`src/rtl/fnd_scan_controller.sv`:
```
// fnd_scan_controller: drives a multiplexed common-anode 7-segment display.
// A value is loaded through a valid/ready handshake. It is then converted to BCD by
// shift-add-3 over DATA_W cycles, or taken as raw hex nibbles. The result is committed
// to a display register, and the display register is scanned one digit at a time by a
// free-running prescaler.
//
// Optional build macro: FND_LZ_BLANK_EN blanks leading zero digits. Digit 0 is never
// blanked, and nothing is blanked while the overflow indicator is set.
//
// Ports:
//   clk         system clock, rising edge
//   reset_n     synchronous active-low reset
//   data_in     unsigned value to display
//   data_valid  load request, taken only while ready
//   hex_mode    sampled with data_in: 1 = hex digits, 0 = decimal digits
//   dp_in       per-digit decimal point, active-high, not latched
//   ready       high while idle, when a load can be accepted
//   done        one-cycle pulse in the cycle before the display register updates
//   ovf         the last committed value did not fit the display
//   seg         active-low segments {dp, g..a}
//   seg_com     active-low one-hot digit select, bit 0 = least significant digit
module fnd_scan_controller #(
  parameter int unsigned NUM_DIGITS = 4,
  parameter int unsigned DATA_W     = 14,
  parameter int unsigned SCAN_DIV   = 100000
) (
  input  logic                  clk,
  input  logic                  reset_n,
  input  logic [DATA_W-1:0]     data_in,
  input  logic                  data_valid,
  input  logic                  hex_mode,
  input  logic [NUM_DIGITS-1:0] dp_in,
  output logic                  ready,
  output logic                  done,
  output logic                  ovf,
  output logic [7:0]            seg,
  output logic [NUM_DIGITS-1:0] seg_com
);

  localparam int unsigned AccW = 4 * NUM_DIGITS;
  localparam int unsigned CntW = $clog2(DATA_W);
  localparam int unsigned PreW = $clog2(SCAN_DIV);
  localparam int unsigned IdxW = $clog2(NUM_DIGITS);
  localparam logic [63:0] DecMax = 64'(10 ** NUM_DIGITS) - 64'd1;
  localparam logic [63:0] HexLim = 64'd1 << AccW;

  typedef enum logic [1:0] {StIdle, StShift, StCommit} state_e;

  state_e            state_q, state_d;
  logic [DATA_W-1:0] bin_q;
  logic [AccW-1:0]   acc_q;
  logic [AccW-1:0]   acc_adj;
  logic [AccW-1:0]   acc_shift;
  logic [AccW-1:0]   hex_val;
  logic [AccW-1:0]   disp_q;
  logic              hex_q;
  logic              ovf_lat_q;
  logic              ovf_q;
  logic              ovf_now;
  logic [CntW-1:0]   cnt_q;
  logic [PreW-1:0]   presc_q;
  logic [IdxW-1:0]   idx_q;
  logic [3:0]        cur_nib;
  logic              blank_now;
  logic [6:0]        seg_low;
  logic [7:0]        seg_q;
  logic [NUM_DIGITS-1:0] seg_com_q;
  logic [63:0]       din_ext;

  // ---------------- FSM ----------------
  always_ff @(posedge clk) begin
    if (!reset_n) state_q <= StIdle;
    else          state_q <= state_d;
  end

  always_comb begin
    state_d = state_q;
    unique case (state_q)
      StIdle:   if (data_valid) state_d = StShift;
      StShift:  if (cnt_q == CntW'(DATA_W - 1)) state_d = StCommit;
      StCommit: state_d = StIdle;
      default:  state_d = StIdle;
    endcase
  end

  always_comb begin
    ready = (state_q == StIdle);
    done  = (state_q == StCommit);
  end

  // ---------------- Conversion datapath ----------------
  // Overflow is decided on the raw input at accept time, so the truncated
  // accumulator contents never matter for an out-of-range value.
  always_comb begin
    din_ext = 64'(data_in);
    ovf_now = hex_mode ? (din_ext >= HexLim) : (din_ext > DecMax);
  end

  // Add 3 to each BCD nibble >= 5, then shift the next binary bit in.
  always_comb begin
    acc_adj = acc_q;
    for (int i = 0; i < int'(NUM_DIGITS); i++) begin
      if (acc_q[4*i +: 4] >= 4'd5) acc_adj[4*i +: 4] = acc_q[4*i +: 4] + 4'd3;
    end
    acc_shift = {acc_adj[AccW-2:0], bin_q[DATA_W-1]};
  end

  if (AccW >= DATA_W) begin : g_hex_ext
    assign hex_val = AccW'(bin_q);
  end else begin : g_hex_trunc
    assign hex_val = bin_q[AccW-1:0];
  end

  always_ff @(posedge clk) begin
    if (!reset_n) begin
      bin_q     <= '0;
      acc_q     <= '0;
      hex_q     <= 1'b0;
      ovf_lat_q <= 1'b0;
      cnt_q     <= '0;
      disp_q    <= '0;
      ovf_q     <= 1'b0;
    end else begin
      case (state_q)
        StIdle: begin
          if (data_valid) begin
            bin_q     <= data_in;
            hex_q     <= hex_mode;
            ovf_lat_q <= ovf_now;
            acc_q     <= '0;
            cnt_q     <= '0;
          end
        end
        StShift: begin
          cnt_q <= cnt_q + 1'b1;
          // Hex mode keeps bin_q intact and only spends the same number of cycles.
          if (!hex_q) begin
            acc_q <= acc_shift;
            bin_q <= {bin_q[DATA_W-2:0], 1'b0};
          end
        end
        StCommit: begin
          disp_q <= hex_q ? hex_val : acc_q;
          ovf_q  <= ovf_lat_q;
        end
        default: ;
      endcase
    end
  end

  assign ovf = ovf_q;

  // ---------------- Scan ----------------
  always_ff @(posedge clk) begin
    if (!reset_n) begin
      presc_q <= '0;
      idx_q   <= '0;
    end else if (presc_q == PreW'(SCAN_DIV - 1)) begin
      presc_q <= '0;
      idx_q   <= (idx_q == IdxW'(NUM_DIGITS - 1)) ? '0 : idx_q + 1'b1;
    end else begin
      presc_q <= presc_q + 1'b1;
    end
  end

  assign cur_nib = disp_q[{idx_q, 2'b00} +: 4];

`ifdef FND_LZ_BLANK_EN
  logic [NUM_DIGITS-1:0] lz;
  logic                  upper_zero;

  // lz[i] is set when digit i and every digit above it are zero.
  always_comb begin
    lz         = '0;
    upper_zero = 1'b1;
    for (int i = int'(NUM_DIGITS) - 1; i >= 1; i--) begin
      upper_zero = upper_zero & (disp_q[4*i +: 4] == 4'd0);
      lz[i]      = upper_zero;
    end
  end

  assign blank_now = lz[idx_q] & ~ovf_q;
`else
  assign blank_now = 1'b0;
`endif

  function automatic logic [6:0] seg_decode(input logic [3:0] n);
    logic [6:0] s;
    unique case (n)
      4'h0: s = 7'h40;
      4'h1: s = 7'h79;
      4'h2: s = 7'h24;
      4'h3: s = 7'h30;
      4'h4: s = 7'h19;
      4'h5: s = 7'h12;
      4'h6: s = 7'h02;
      4'h7: s = 7'h78;
      4'h8: s = 7'h00;
      4'h9: s = 7'h10;
      4'hA: s = 7'h08;
      4'hB: s = 7'h03;
      4'hC: s = 7'h46;
      4'hD: s = 7'h21;
      4'hE: s = 7'h06;
      4'hF: s = 7'h0E;
    endcase
    return s;
  endfunction

  always_comb begin
    if (ovf_q)          seg_low = 7'h3F;
    else if (blank_now) seg_low = 7'h7F;
    else                seg_low = seg_decode(cur_nib);
  end

  always_ff @(posedge clk) begin
    if (!reset_n) begin
      seg_q     <= 8'hFF;
      seg_com_q <= '1;
    end else begin
      seg_q     <= {~dp_in[idx_q], seg_low};
      seg_com_q <= ~(NUM_DIGITS'(1) << idx_q);
    end
  end

  assign seg     = seg_q;
  assign seg_com = seg_com_q;

endmodule

```
`config.mk`:
```
export PLATFORM = sky130hd
export DESIGN_NAME = fnd_scan_controller
export DESIGN_NICKNAME = d
export VERILOG_FILES = /design/src/rtl/fnd_scan_controller.sv
export SDC_FILE = /design/constraint.sdc
export NUM_CORES = 1
export LEC_CHECK = 0
export CORE_MARGIN = 2
export CORE_UTILIZATION = 57
export DETAILED_ROUTE_END_ITERATION = 10
export PLACE_DENSITY = 0.79
export SKIP_CTS_REPAIR_TIMING = 1
export SYNTH_ARGS = -nofsm -noshare
export SYNTH_HDL_FRONTEND = slang
export SYNTH_SLANG_ARGS = --single-unit
```
`constraint.sdc`:
```
create_clock -name clk -period 2.6 [get_ports clk]
set_input_delay 0.52 -clock clk [delete_from_list [all_inputs] [get_ports clk]]
set_output_delay 0.52 -clock clk [all_outputs]
set_load 0.05 [all_outputs]
```
==> results.yml <==
run_status:
  status: "completed"
pwr:
  switchingPower_uw: 669.0
  p_seq_share_pct: 56.1
  total_leakage_power_nw: 1.686
  p_int_mw: 1.803
  p_comb_share_pct: 10.4
  sw_frac_of_total_pct: 27.06
  power_density_nw_per_um2: 521.4
  ir_worst_vdd_mv: 0.3509
  fin_total_pwr_mw: 2.472
  clockPowerShare_pct: 33.5
synth:
  yosys.cell_types.count: 51
  syn_area_um2: 4143
  synth_edf_count: 0
  yosysSeqAreaShare_pct: 41.56
  synth_top_area_share_pct: 41.56
  yosysMostFrequentCell: "dfxtp_1"
  synth_top_area_cell: "dfxtp_1"
  syn_area_per_cell_um2: 8.722
  yosysWarnings: 0
  synth_common_cells: "86 x dfxtp_1, 62 x nand2_1, 62 x nor2_1"
  ys.flop_type: "dfxtp_1"
  synth_fp_nets: 518
  synth-seq-cells: 86
  synthArstFlopShare_pct: 0
  synthTopCellsByArea: "dfxtp_1 42%, ha_1 6.3%, nand2_1 5.6%, nor2_1 5.6%, mux2i_1 3.1%"
  synthCells: 475
final_layout:
  n_antenna_cell: 0
  layout.cells.non_filler: 608
  areaGrowthSynthToFinish_pct: 14.47
  drive_gt1_share_pct: 7.269
  final_util_pct: 66.44
  nNetsFinal: 547
placement:
  place_congestion: 0.8610
  dp_cells: 592
  dpl.hpwl_um: 6246
  port_buffers: 36
critical_path:
  start_kind: "flip-flop"
  slowest_delay_ns: 0.81
  cp_top_family: "buffers and inverters"
  critPathKind: "flip-flop to output pin"
  critPathBufInv: 1
  worstPathArrival_ns: 1.66
  worstSetupEndpointType: "output pin"
  path_cells: "nor2_1 -> clkdlybuf4s50_1"
  cp.required_ns: 2.08
  cp_slowest_cell: "clkdlybuf4s50_1"
  path_max_fanout: 6
global_route:
  grt_max_degree: 46
  antenna_found_initial: 0
  grt_pass1_vias: 3217
  grt_use_total_pct: 23.98
  grt-ovfl-total: 0
  grt_pass1_wl_um: 14880
routing:
  drt_iter0_markers: 201
  routedWlPerCell_um: 14.59
  drtAntennaViolNets: 0
  drt-vias-per-instance: 5.579
  dr.pass1.iters: 5
  dr_total_vias: 3392
  drc_errors: 0
  wl_um: 8871
clock_tree:
  clock_path_buffers: 2
  cts_buffers: 9
  htree_levels: 3
  cts_tree: "yes"
  clkTransAtPathRegs_ns: 0.08
  clock_latency_ns: 0.37
  cts_sinks: 86
  cts_root_buf: "clkbuf_8"
timing:
  worstMarginPinSlew_ns: 0.9416
  setup_viol: 0
  clock_skew_ns: 0.01494
  min_period_over_period_pct: 83.68
  period_needed_ns: 2.176
  hold_viol: 0
  maxSlewViolCount: 0
  rsz0062_at_grt: "false"
  fmax_ghz: 0.4596
  setup_tns_ns: 0
  slew_headroom_pct: 37.23
floorplanning:
  start_util_pct: 58.05
  io_pins: 37
  row_count: 31
  dieArea_um2: 7966
  fp.dieH_um: 89.25
  coreArea_um2: 7137
  die_w_um: 89.25
job:
  max-cap-violations: 0
min_path:
  hold_path_class: "flip-flop to flip-flop"
registers in the layout, indices dropped and copies added (netlist names):
register and flops:
presc_q 17, acc_q 16, disp_q 16, bin_q 14, seg 8, cnt_q 4
seg_com 4, idx_q 2, state_q 2, hex_q 1, ovf 1, ovf_lat_q 1
cells by family after synthesis:
| kind of cell | Yosys count | synth area share [%] |
|---|---|---|
| buffers and inverters | 46 | 4.832 |
| muxes | 20 | 6.403 |
| AOI/OAI and AO/OA | 89 | 14.44 |
| xor gates and xnor gates | 22 | 4.651 |
| and+or+nand+nor | 191 | 21.78 |
| adders and majority gates | 21 | 6.342 |
| DFF | 86 | 41.56 |
worst paths after layout:
kind / start / endpoint / slack, ns / cells after the start
setup / recovery: state_q[1] / ready / 0.42 / 2
hold / removal: presc_q[0] / presc_q[0] / 0.47 / 1
setup reg to reg: idx_q[0] / seg[5] / 0.44 / 9
hold reg to reg: presc_q[0] / presc_q[0] / 0.47 / 1
routing by layer:
metal	vias up	GRT usage [%]	part of all wire, %
met4	0	9.769	1.7
li1	1699	-	-
met5	-	0	0
met2	72	40.40	49
met1	1607	31.17	45
met3	14	3.047	4.1
cells in the final DEF (no fill, tap or decap), types with 3 or more instances in the layout:
| master | Yosys | layout |
|---|---|---|
| o31ai_1 | 3 | 3 |
| nand3_1 | 10 | 10 |
| o21ai_0 | 17 | 17 |
| clkdlybuf4s50_1 | 0 | 35 |
| a21oi_1 | 18 | 18 |
| o211ai_1 | 11 | 11 |
| xnor2_1 | 12 | 12 |
| a22oi_1 | 7 | 7 |
| nand3b_1 | 3 | 3 |
| nor2_1 | 62 | 62 |
| and2_1 | 5 | 5 |
| a311oi_1 | 13 | 13 |
| ha_1 | 21 | 21 |
| nor4_1 | 4 | 4 |
| xor2_1 | 10 | 10 |
| nor2b_1 | 11 | 11 |
| mux2i_1 | 13 | 13 |
| nand2b_1 | 10 | 10 |
| clkinv_2 | 0 | 3 |
| clkbuf_8 | 0 | 9 |
| inv_1 | 18 | 18 |
| a32oi_1 | 4 | 4 |
| nor3_1 | 6 | 6 |
| a211oi_1 | 6 | 6 |
| nand4_1 | 4 | 4 |
| buf_4 | 1 | 9 |
| dfxtp_1 | 86 | 86 |
| nand2_1 | 62 | 62 |
power groups by stage:
stage	Clock (mW)	Combinational (mW)	Sequential, mW
after floorplan	0	0.147	1.43
after global placement	0	0.251	1.42
after detailed placement	0	0.255	1.42
final	0.829	0.257	1.39
after CTS	0.840	0.258	1.39
after global routing	0.888	0.284	1.39
layout make-up:
type,count,area [um^2]
clock inverter,6,38.79
multi-input combinational,343,2221
tap,99,123.9
timing repair buffer,45,437.9
clock buffer,10,127.6
fill,603,2395
inverter,19,71.32
sequential,86,1722
metrics by stage:
step	worst slack (ns)	area (um^2)	hold slack, ns
5_1_grt	0.2838	4742	0.4967
6_report	0.4243	4742	0.4670
2_1_floorplan	0.5825	4143	0.4129
3_3_place_gp	0.5430	4576	0.4249
4_1_cts	0.4165	4742	0.4666
3_5_place_dp	0.4299	4576	0.4360
(Power assumes the default switching activity.)
==> patch 1 (same flow settings) <==
The output `seg` loses its register stage (`seg_q` becomes a continuous assignment).
--- a/src/rtl/fnd_scan_controller.sv
+++ b/src/rtl/fnd_scan_controller.sv
@@ -217,6 +217,4 @@
     if (!reset_n) begin
-      seg_q     <= 8'hFF;
       seg_com_q <= '1;
     end else begin
-      seg_q     <= {~dp_in[idx_q], seg_low};
       seg_com_q <= ~(NUM_DIGITS'(1) << idx_q);
@@ -224,2 +222,4 @@
   end
+
+  assign seg_q = {~dp_in[idx_q], seg_low};
 
Behaviour: not the same (a bounded check fails within 4 cycles, from zero or initial values and one cycle with reset_n low).
==> patch 1 against the original RTL <==
- the run now ends with negative setup slack left
- utilization is 4.7 points higher
- clock skew fell by 5.3 ps
- routed wire length grew 5.1%
- register-to-register slack improved by 160 ps
- fmax is 22% lower
- non-clock buffer count rose by 7
- power shrank 3.3%
- sequential cell count shrank 8
- sequential share of layout area fell by 3.7 points
- critical path depth grew 5
- synthesized area fell by 4.1%
- final area rose by 1.3%
- combinational power down 7.8%
- setup slack lost 610 ps
- critical path type unchanged
- largest cell class unchanged
==> patch 1: results (changes against the original RTL) <==
qor: detailed_routing.number_of_vias_per_cell 5.88 [+5.4%]
qor: sta.report.final.setup_viol 7 [+7]
qor: detailed_routing.route.met2.wl 4440 µm [+1.1%]
qor: pwr.combinationalPowerShare 9.9% [-0.5 points]
qor: placement.placed_cells_incl_taps 562 [-5.1%]
qor: clock_tree.clk_latency 350 ps [-20 ps]
qor: worst_setup_path.crit_end seg[3]
qor: detailed_routing.routedLengthMet1 4280 µm [+7.9%]
qor: pwr.peakVddDrop 316 µV [-9.8%]
qor: worst_setup_path.r2r-end acc_q[15]$_SDFFE_PN0P_
qor: cells_and_area.finalCoreUtilization 71.1% [+4.7 points]
qor: placement.dp_area 0.00450 mm² [-1.8%]
qor: placement.dp_hpwl 6400 µm [+2.4%]
qor: worst_setup_path.worst-r2r-cell-count 5 [-4]
qor: pwr.p_seq 1.26 mW [-9%]
qor: placement.place_congestion 0.935 [+8.5%]
qor: min_path.min_to cnt_q[3]$_SDFFE_PN0P_
qor: worst_setup_path.ff2ff_setup_slack 600 ps [+160 ps]
qor: sta.post-route-worst-setup-slack -191 ps [-615 ps]
qor: worst_setup_path.worst_path_largest_cell_delay 620 ps [-190 ps]
qor: sta.worst_slew_pin_slew 1000 ps [+58.2 ps]
qor: worst_setup_path.worstSetupStartpoint idx_q[0]$_SDFFE_PN0N_
qor: synth.synth-seq-area-share 39.3% [-2.3 points]
qor: cells_and_area.fillCellCount 510 [-15%]
qor: synth.syn_area_per_cell 8.62 µm² [-1.2%]
qor: synth.post_synth_num_cell_types 50 [-2.0%]
qor: outcome.result_of_the_run finished, violations left
qor: worst_setup_path.worstPathArrival 2270 ps [+610 ps]
qor: worst_setup_path.r2r_start hex_q$_SDFFE_PN0P_
qor: pwr.power.switching 617 µW [-7.8%]
qor: detailed_routing.routed_wire_length_on_met3 451 µm [+23%]
qor: placement.detailedPlace.worstSlack 63.3 ps [-367 ps]
qor: cells_and_area.drive_gt1_share 14.4% [+7.1 points]
qor: synth.ys_top_cells_by_count 78 x dfxtp_1, 68 x nand2_1, 62 x nor2_1
qor: min_path.hold_path_start cnt_q[3]$_SDFFE_PN0P_
qor: sta.setup_total_negative_slack -1060 ps [-1060 ps]
qor: detailed_routing.detail_route.wirelength 9320 µm [+5.1%]
qor: global_routing.grt_pass1_vias 3106 [-3.5%]
qor: outcome.violations negative setup slack
## patch 1: final cells by class
cell class / count / share of cell area, %
Sequential cell: 78 / 32.6
Clock buffer: 11 / 2.73
Tap cell: 80 / 2.08
Multi-Input combinational cell: 337 / 48.0
Inverter: 18 / 1.46
Timing Repair Buffer: 52 / 11.8
Clock inverter: 5 / 1.25
## patch 1: logic make-up (layout without fill, tap and decap cells)
| group | after synthesis | count (layout) | share of synthesized area (%) |
|---|---|---|---|
| simple gates | 185 | 185 | 21.2 |
| buf+inv | 47 | 86 | 5.42 |
| xor+xnor | 23 | 23 | 5.07 |
| mux | 22 | 23 | 7.37 |
| compound gates | 85 | 85 | 15.1 |
| fa+ha+maj | 21 | 21 | 6.61 |
| flops | 78 | 78 | 39.3 |
## patch 1: routing by layer
| layer | vias up | GRT usage, % |
|---|---|---|
| met2 | 100 | 38.6 |
| met1 | 1625 | 33.5 |
| met5 | - | 0 |
| li1 | 1676 | - |
| met3 | 15 | 5.59 |
| met4 | 0 | 8.67 |
==> patch 2 (same settings) <==
Without the edit above. Build with the macro `FND_LZ_BLANK_EN` defined.
--- a/src/rtl/fnd_scan_controller.sv
+++ b/src/rtl/fnd_scan_controller.sv
@@ -21,2 +21,4 @@
 //   seg_com     active-low one-hot digit select, bit 0 = least significant digit
+`define FND_LZ_BLANK_EN
+
 module fnd_scan_controller #(
Function: no difference found for any inputs over 10 cycles, from zero or initial values and one cycle with reset_n low; that may be too few to reach the edited logic, so the function may still have changed.
==> patch 2 against the original RTL <==
- final area up 2.3%
- synthesized area up 0.66%
- global-route usage up 0.13 points
- sequential cell count unchanged
- utilization up 1.2 points
- routed wire length up 0.87%
- clock power up 38%
- power up 13%
- final cell count up 0.66%
- die area up 0.64%
- non-clock buffer count up 3
- setup slack worse by 10 ps
==> patch 2: results (changes against the original RTL) <==
qor: outcome.result_of_the_run completed
qor: pwr.leakagePower 1.82 nW [+8.1%]
qor: global_routing.pin_count_of_the_biggest_net_entering_global_routing 28 [-39%]
qor: sta.final.hold.worst_slack 458 ps [-8.86 ps]
qor: worst_setup_path.worstSetupStartpoint ovf$_SDFFE_PN0P_
qor: detailed_routing.detail_route.wirelength 8950 µm [+0.87%]
qor: global_routing.first_pass_grt_wire_length 14900 µm [about the same]
qor: placement.placed_cells_incl_taps 596 [+0.68%]
qor: synth.syn_area_per_cell 8.72 µm² [about the same]
qor: global_routing.grt_pass1_vias 3123 [-2.9%]
qor: detailed_routing.avgRoutedWirePerCell 14.6 µm [+0.21%]
qor: pwr.pwr-share-seq 49.8% [-6.3 points]
qor: worst_setup_path.worst_path_largest_cell_delay 850 ps [+40 ps]
qor: detailed_routing.number_of_vias_per_cell 5.70 [+2.1%]
qor: worst_setup_path.crit_end ovf
qor: clock_tree.clk_latency 350 ps [-20 ps]
qor: cells_and_area.antenna-diode-count 0 [unchanged]
qor: placement.place_congestion 0.856 [-0.53%]
qor: pwr.p_clk_share 40.9% [+7.4 points]
qor: synth.ys_top_cells_by_count 86 x dfxtp_1, 69 x nor2_1, 65 x nand2_1
qor: worst_setup_path.worst-r2r-cell-count 6 [-3]
qor: pwr.power_density 574 mW/mm² [+10%]
qor: synth.post_synth_main_area_contributors dfxtp_1 41%, ha_1 6.3%, nor2_1 6.2%, nand2_1 5.9%, mux4_2 3.2%
qor: sta.finalClockSkew 10.3 ps [-4.62 ps]
qor: worst_setup_path.r2r_start presc_q[0]$_SDFF_PP0_
qor: synth.synth-seq-area-share 41.3% [-0.27 points]
qor: clock_tree.clk_pin_slew 80 ps [about the same]
qor: detailed_routing.route.met2.wl 4150 µm [-5.4%]
qor: sta.relSlewSlack 36.7% [-0.48 points]
qor: synth.syn_nets 521 [+0.58%]
qor: global_routing.global_route.usage.total 24.1% [+0.13 points]
qor: worst_setup_path.crit_fanout 5 [-1]
qor: worst_setup_path.ff2ff_setup_slack 510 ps [+70 ps]
qor: synth.post_synth_num_cell_types 49 [-3.9%]
qor: placement.dp_hpwl 6600 µm [+5.7%]
qor: detailed_routing.detailedRoute.firstIterationViolations 252 [+25%]
qor: cells_and_area.drive_gt1_share 8.19% [+0.92 points]
qor: detailed_routing.routedLengthMet1 4100 µm [+3.5%]
qor: detailed_routing.routed_wire_length_on_met3 492 µm [+34%]
patch 2: final cells by class:
| class | instances | area [µm²] |
|---|---|---|
| clock buffers | 11 | 141 |
| inverters | 20 | 75.1 |
| clock inverters | 5 | 106 |
| well taps | 99 | 124 |
| multi-input cells | 343 | 2220 |
| flip-flops and latches | 86 | 1720 |
| fillers | 548 | 2320 |
| repair buffers | 48 | 460 |
patch 2: cells by family (layout without fill, tap and decap cells):
group | count (synthesis) | in the layout | synth area share (%)
flip-flops | 86 | 86 | 41.3
XOR/XNOR | 23 | 23 | 4.83
adder cells (fa/ha/maj) | 21 | 21 | 6.30
AND/OR/NAND/NOR | 191 | 191 | 20.9
multiplexers | 20 | 20 | 6.75
AO/OA/AOI/OAI | 88 | 88 | 14.5
buffers and inverters | 49 | 84 | 5.37
patch 2: layer usage:
layer	global-route usage [%]	up-vias
met2	38.0	115
met1	33.3	1633
met3	3.97	19
met5	0	-
met4	8.96	0
li1	-	1719
